File: src/rtl/mem_stage_pkg.sv
// rtl/mem_stage_pkg.sv - shared state encoding and counter width for the memory access stage
// Purpose : types and constants shared by mem_access_stage and mem_timeout_ctr.
// Contents: state_t (IDLE=0, ACCESS=1), CTR_W (timeout counter width).
package mem_stage_pkg;

    typedef enum logic {
        IDLE   = 1'b0,
        ACCESS = 1'b1
    } state_t;

    localparam int CTR_W = 8;

endpackage : mem_stage_pkg

File: src/rtl/mem_timeout_ctr.sv
// rtl/mem_timeout_ctr.sv - cycle counter with synchronous clear and terminal-count flag
// Purpose : counts stalled ACCESS cycles so the stage can abort a hung bus transfer.
// Ports   : clk, rst_n (async, active-low)
//           clear  - synchronous clear to zero (wins over enable)
//           enable - increment by one this cycle
//           tc     - high while the cycle in progress is the TERMINAL-th counted cycle
import mem_stage_pkg::*;

module mem_timeout_ctr #(
    parameter int TERMINAL = 16
) (
    input  logic clk,
    input  logic rst_n,
    input  logic clear,
    input  logic enable,
    output logic tc
);

    localparam logic [CTR_W-1:0] LAST = CTR_W'(TERMINAL - 1);

    logic [CTR_W-1:0] count;

    always_ff @(posedge clk or negedge rst_n) begin
        if (!rst_n) begin
            count <= '0;
        end else if (clear) begin
            count <= '0;
        end else if (enable) begin
            count <= count + 1'b1;
        end
    end

    // The count equals the number of completed unacked ACCESS cycles, so the
    // edge that would make it TERMINAL is the one ending cycle TERMINAL.
    assign tc = (count == LAST);

endmodule : mem_timeout_ctr

File: src/rtl/mem_access_stage.sv
// rtl/mem_access_stage.sv - pipeline MEM stage with data-memory handshake and bus timeout
// Purpose : passes ALU results straight through, runs aligned loads/stores on a
//           req/ack data bus, and reports misalignment or bus-timeout to MEM/WB.
// Ports   : Clk, Rst_n (async, active-low)
//           In*        - instruction from EX/MEM (held by upstream while Stall=1)
//           Flush      - squash the in-flight instruction at this edge
//           Stall      - high exactly while an access is outstanding
//           Mem*       - data-memory request/acknowledge interface
//           Out*       - registered results towards MEM/WB
import mem_stage_pkg::*;

module mem_access_stage #(
    parameter int TIMEOUT = 16
) (
    input  logic        Clk,
    input  logic        Rst_n,
    input  logic        InValid,
    input  logic        InWB,
    input  logic        InMemtoReg,
    input  logic        InMemRead,
    input  logic        InMemWrite,
    input  logic [31:0] InAddr,
    input  logic [31:0] InWriteData,
    input  logic [4:0]  InDest,
    input  logic        Flush,
    output logic        Stall,
    output logic        MemReq,
    output logic        MemWe,
    output logic [31:0] MemAddr,
    output logic [31:0] MemWData,
    input  logic        MemAck,
    input  logic [31:0] MemRData,
    output logic        OutValid,
    output logic        OutWB,
    output logic        OutMemtoReg,
    output logic [31:0] OutReadData,
    output logic [31:0] OutAluResult,
    output logic [4:0]  OutDest,
    output logic        OutMisalign,
    output logic        OutBusErr
);

    state_t state, next_state;

    logic [31:0] lat_addr;
    logic [31:0] lat_wdata;
    logic        lat_we;
    logic        lat_wb;
    logic        lat_memtoreg;
    logic [4:0]  lat_dest;

    logic is_mem;
    logic accept_alu;
    logic accept_mis;
    logic accept_mem;
    logic done_ok;
    logic done_err;
    logic tc;

    mem_timeout_ctr #(
        .TERMINAL (TIMEOUT)
    ) u_timeout (
        .clk    (Clk),
        .rst_n  (Rst_n),
        .clear  (state == IDLE),
        .enable ((state == ACCESS) && !MemAck),
        .tc     (tc)
    );

    assign is_mem = InMemRead | InMemWrite;

    always_ff @(posedge Clk or negedge Rst_n) begin
        if (!Rst_n) begin
            state <= IDLE;
        end else begin
            state <= next_state;
        end
    end

    // Flush dominates every other event; ack dominates the timeout.
    always_comb begin
        next_state = state;
        accept_alu = 1'b0;
        accept_mis = 1'b0;
        accept_mem = 1'b0;
        done_ok    = 1'b0;
        done_err   = 1'b0;
        case (state)
            IDLE: begin
                if (InValid && !Flush) begin
                    if (!is_mem) begin
                        accept_alu = 1'b1;
                    end else if (InAddr[1:0] != 2'b00) begin
                        accept_mis = 1'b1;
                    end else begin
                        accept_mem = 1'b1;
                        next_state = ACCESS;
                    end
                end
            end
            ACCESS: begin
                if (Flush) begin
                    next_state = IDLE;
                end else if (MemAck) begin
                    done_ok    = 1'b1;
                    next_state = IDLE;
                end else if (tc) begin
                    done_err   = 1'b1;
                    next_state = IDLE;
                end
            end
            default: next_state = IDLE;
        endcase
    end

    assign Stall    = (state == ACCESS);
    assign MemReq   = (state == ACCESS);
    assign MemWe    = (state == ACCESS) && lat_we;
    assign MemAddr  = lat_addr;
    assign MemWData = lat_wdata;

    always_ff @(posedge Clk or negedge Rst_n) begin
        if (!Rst_n) begin
            lat_addr     <= '0;
            lat_wdata    <= '0;
            lat_we       <= 1'b0;
            lat_wb       <= 1'b0;
            lat_memtoreg <= 1'b0;
            lat_dest     <= '0;
        end else if (accept_mem) begin
            lat_addr     <= InAddr;
            lat_wdata    <= InWriteData;
            lat_we       <= InMemWrite;   // read+write together behaves as a store
            lat_wb       <= InWB;
            lat_memtoreg <= InMemtoReg;
            lat_dest     <= InDest;
        end
    end

    // Completion flags pulse for one cycle; data outputs hold between completions.
    always_ff @(posedge Clk or negedge Rst_n) begin
        if (!Rst_n) begin
            OutValid     <= 1'b0;
            OutWB        <= 1'b0;
            OutMemtoReg  <= 1'b0;
            OutMisalign  <= 1'b0;
            OutBusErr    <= 1'b0;
            OutReadData  <= '0;
            OutAluResult <= '0;
            OutDest      <= '0;
        end else begin
            OutValid    <= 1'b0;
            OutWB       <= 1'b0;
            OutMisalign <= 1'b0;
            OutBusErr   <= 1'b0;
            if (accept_alu) begin
                OutValid     <= 1'b1;
                OutWB        <= InWB;
                OutMemtoReg  <= InMemtoReg;
                OutAluResult <= InAddr;
                OutDest      <= InDest;
            end else if (accept_mis) begin
                OutValid     <= 1'b1;
                OutMisalign  <= 1'b1;
                OutMemtoReg  <= InMemtoReg;
                OutAluResult <= InAddr;
                OutDest      <= InDest;
            end else if (done_ok) begin
                OutValid     <= 1'b1;
                OutWB        <= lat_wb;
                OutMemtoReg  <= lat_memtoreg;
                OutAluResult <= lat_addr;
                OutDest      <= lat_dest;
                if (!lat_we) begin
                    OutReadData <= MemRData;
                end
            end else if (done_err) begin
                OutValid     <= 1'b1;
                OutBusErr    <= 1'b1;
                OutMemtoReg  <= lat_memtoreg;
                OutAluResult <= lat_addr;
                OutDest      <= lat_dest;
            end
        end
    end

endmodule : mem_access_stage

File: config.mk
export PLATFORM = sky130hd
export DESIGN_NAME = mem_access_stage
export DESIGN_NICKNAME = d
export VERILOG_FILES = /design/src/rtl/mem_stage_pkg.sv /design/src/rtl/mem_timeout_ctr.sv /design/src/rtl/mem_access_stage.sv
export SDC_FILE = /design/constraint.sdc
export NUM_CORES = 1
export LEC_CHECK = 0
export CAP_MARGIN = 20
export CORE_MARGIN = 5
export CORE_UTILIZATION = 35
export CTS_BUF_LIST = sky130_fd_sc_hd__clkbuf_4
export DETAILED_ROUTE_END_ITERATION = 10
export PLACE_DENSITY = 0.66
export SLEW_MARGIN = 20
export SYNTH_ARGS = -nofsm -noshare
export SYNTH_HDL_FRONTEND = slang
export SYNTH_SLANG_ARGS = --single-unit
export TNS_END_PERCENT = 10
File: constraint.sdc
create_clock -name Clk -period 2.45 [get_ports Clk]
set_input_delay 0.49 -clock Clk [delete_from_list [all_inputs] [get_ports Clk]]
set_output_delay 0.49 -clock Clk [all_outputs]
set_load 0.02 [all_outputs]
==> results.toml <==
[power_and_ir_drop]
power.density_nw_per_um2 = 890.4
power.leakage_nw = 4.485
peakVddDrop_v = 0.0004898

[final_layout]
area_delta_synth_final_pct = 47.85
regArea_sq_um = 3879
fin_nets = 777
layout_common_cells = "clkdlybuf4s50_1 (248), dfrtp_1 (155), mux2_2 (102)"
layout-drive-gt1-share = 0.3387
utilization = 0.5280
stdcell_area_sq_um = 9943
diodes = 0
layout_commonest_cell = "clkdlybuf4s50_1"
n_fill_cell = 1567
multi_input_area_sq_um = 2633

[timing]
fin_crit_ps = 2272
fin_crit_sh = 0.9273
clock.fmax_ghz = 0.4402
grt_setup_unrepaired = "false"
slew_headroom = 0.6850
drv_slew = 0
setup_viol = 0
skew_ps = 23.23
worst_slew_pin_slew_ps = 472.5
hold_violations = 0
setup_ws_ps = 178.2

[placed_design]
port_buffers = 250
dpl_cell_area_sq_um = 9553
dp_hpwl_microns = 11980
dp_slack_ps = -32.01
place.gp.congestion = 0.7735

[setup_path]
cp_cell_sequence = "buf_4 > clkdlybuf4s50_1"
r2r_cells = 5
worstPathRequired_ps = 1960
critPathMaxStageDelay_ps = 610
endpoint_kind = "primary output"
start_kind = "flip-flop"
worst-path-buf-inv = 2
cp_top_family = "buffers and inverters"
critPathKind = "reg2out"
slowest_stage = "clkdlybuf4s50_1"
cp.depth = 2
critPathMaxFanout = 11
cp.arrival_ps = 1780

[drt]
drtAntennaViolNets = 0
vias = 4241
wire_per_inst_microns = 17.49
wirelength_microns = 16420
drcViolationCount = 0
routed_via_density = 4.517
initialDrtViolationCount = 106
drtPass1Iterations = 4

[synthesis]
synth_area_per_cell_sq_um = 16.65
synth_fa_ha_area_frac = 0.001860
synth.net_count = 515
synth_top_family_by_area = "multiplexers"
syn_inst = 404
synth-xor-area-share = 0.006512
yosys.area_share.simple = 0.02698
synth-seq-area-share = 0.5767
syn-cell-area_sq_um = 6725
synthMuxAreaShare = 0.3420
yosysWarnings = 0
synth_compound_gate_area_share = 0.009674
synth_cell_types = 31
ys_ff_latch = 155

[clock_network]
cts_buffers = 17
clk_path_buf_depth = 2
clk_latency_ps = 540
tritoncts = "done"
clkTransAtPathRegs_ps = 150
ctsRootBufferMaster = "clkbuf_4"
htreeDepth = 4
clock_sink_count = 155

[floorplanning]
die_y_microns = 148.6
initial_core_util = 0.3571
core_sq_um = 18830
row_count = 50
dieArea_sq_um = 22090
die_w_microns = 148.6
io_pins = 251

[grt]
grt_pass1_wl_microns = 26410
grt_max_degree = 48
track_usage = 0.1501
grt_pass1_vias = 4832
antenna_found_initial = 0
overflow = 0

[run]
maxCapViolations = 0

[min_path]
min_path_type = "in2async"

[outcome]
status = "complete, no violations"
-- cells in the mapped netlist, drive strengths merged --
cell	instances	area share
mux2	178	0.34
o21ai	5	0.0037
o211ai	1	0.0019
nand2	3	0.0017
nor3b	1	0.0019
a21boi	2	0.0022
nor4	1	0.00093
buf	20	0.034
xor2	2	0.0026
nand3b	1	0.0011
nor3	2	0.0015
nand2b	2	0.0019
nor2	5	0.0028
clkbuf	2	0.0011
inv	2	0.0011
xnor2	3	0.0039
or3b	1	0.0013
dfrtp	155	0.58
and2	8	0.0074
or3	3	0.0028
o31ai	1	0.0019
nand4b	1	0.0013
mux2i	1	0.0015
nand3	2	0.0015
ha	1	0.0019
nor2b	1	0.00093
-- per-stage QoR --
stage	hold WS, ps	setup TNS, ps	power (mW)	instances
2_1_floorplan	194.4	0	5.213	404
3_3_place_gp	462.8	0	6.867	906
3_5_place_dp	470.7	-1036	6.921	906
4_1_cts	389.5	0	8.991	939
5_1_grt	399.6	0	9.295	939
6_report	423.6	0	8.853	939
-- state kept, by name (all words and copies together), names as in the netlist, 5 cells and up --
name             count
lat_dest             5
OutReadData         32
OutDest              5
OutAluResult        32
u_timeout.count      8
MemWData            32
MemAddr             32
-- what timing repair did --
item                                    CTS  global route
hold buffers                              1             0
resized for setup                         1             0
endpoints found under the hold margin    43             0
endpoints found under the setup margin    1             0
buffers inserted                          0             0
-- where the power goes --
| part | switching (mW) | internal [mW] |
|---|---|---|
| combinational | 1.38 | 1.91 |
| clock | 0.964 | 1.05 |
| sequential | 0.380 | 3.17 |
| total | 2.72 | 6.13 |
-- routing by layer --
layer	part of all wire	global-route usage	wire, microns	vias up
met4	0.0090	0.03926	148	0
met2	0.47	0.2464	7791	166
li1	-	-	-	1955
met3	0.099	0.06368	1634	9
met5	0	0	0	-
met1	0.42	0.1826	6849	2111
-- kinds of logic after synthesis --
| family | count (synthesis) |
|---|---|
| compound gates | 9 |
| xor+xnor | 5 |
| fa+ha+maj | 1 |
| buf+inv | 24 |
| flops | 155 |
| mux | 179 |
| simple gates | 31 |
-- layout make-up --
class,count,share of cell area
Inverter,2,0.0007550
Clock buffer,19,0.01435
Sequential cell,155,0.3901
Tap cell,260,0.03272
Timing Repair Buffer,265,0.2733
Clock inverter,13,0.02403
Multi-Input combinational cell,225,0.2648
-- worst paths after layout --
check	end	slack [ps]	startpoint
hold reg to reg	lat_dest[3]	520	lat_dest[3]
setup / recovery	Stall	180	MemReq
hold / removal	OutReadData[8]	420	Rst_n
setup reg to reg	MemAddr[23]	440	MemReq
min in group Clk	lat_dest[3]	520	lat_dest[3]
max in group asynchronous	MemWData[18]	1320	Rst_n
Power figures use the tool's default switching activity.
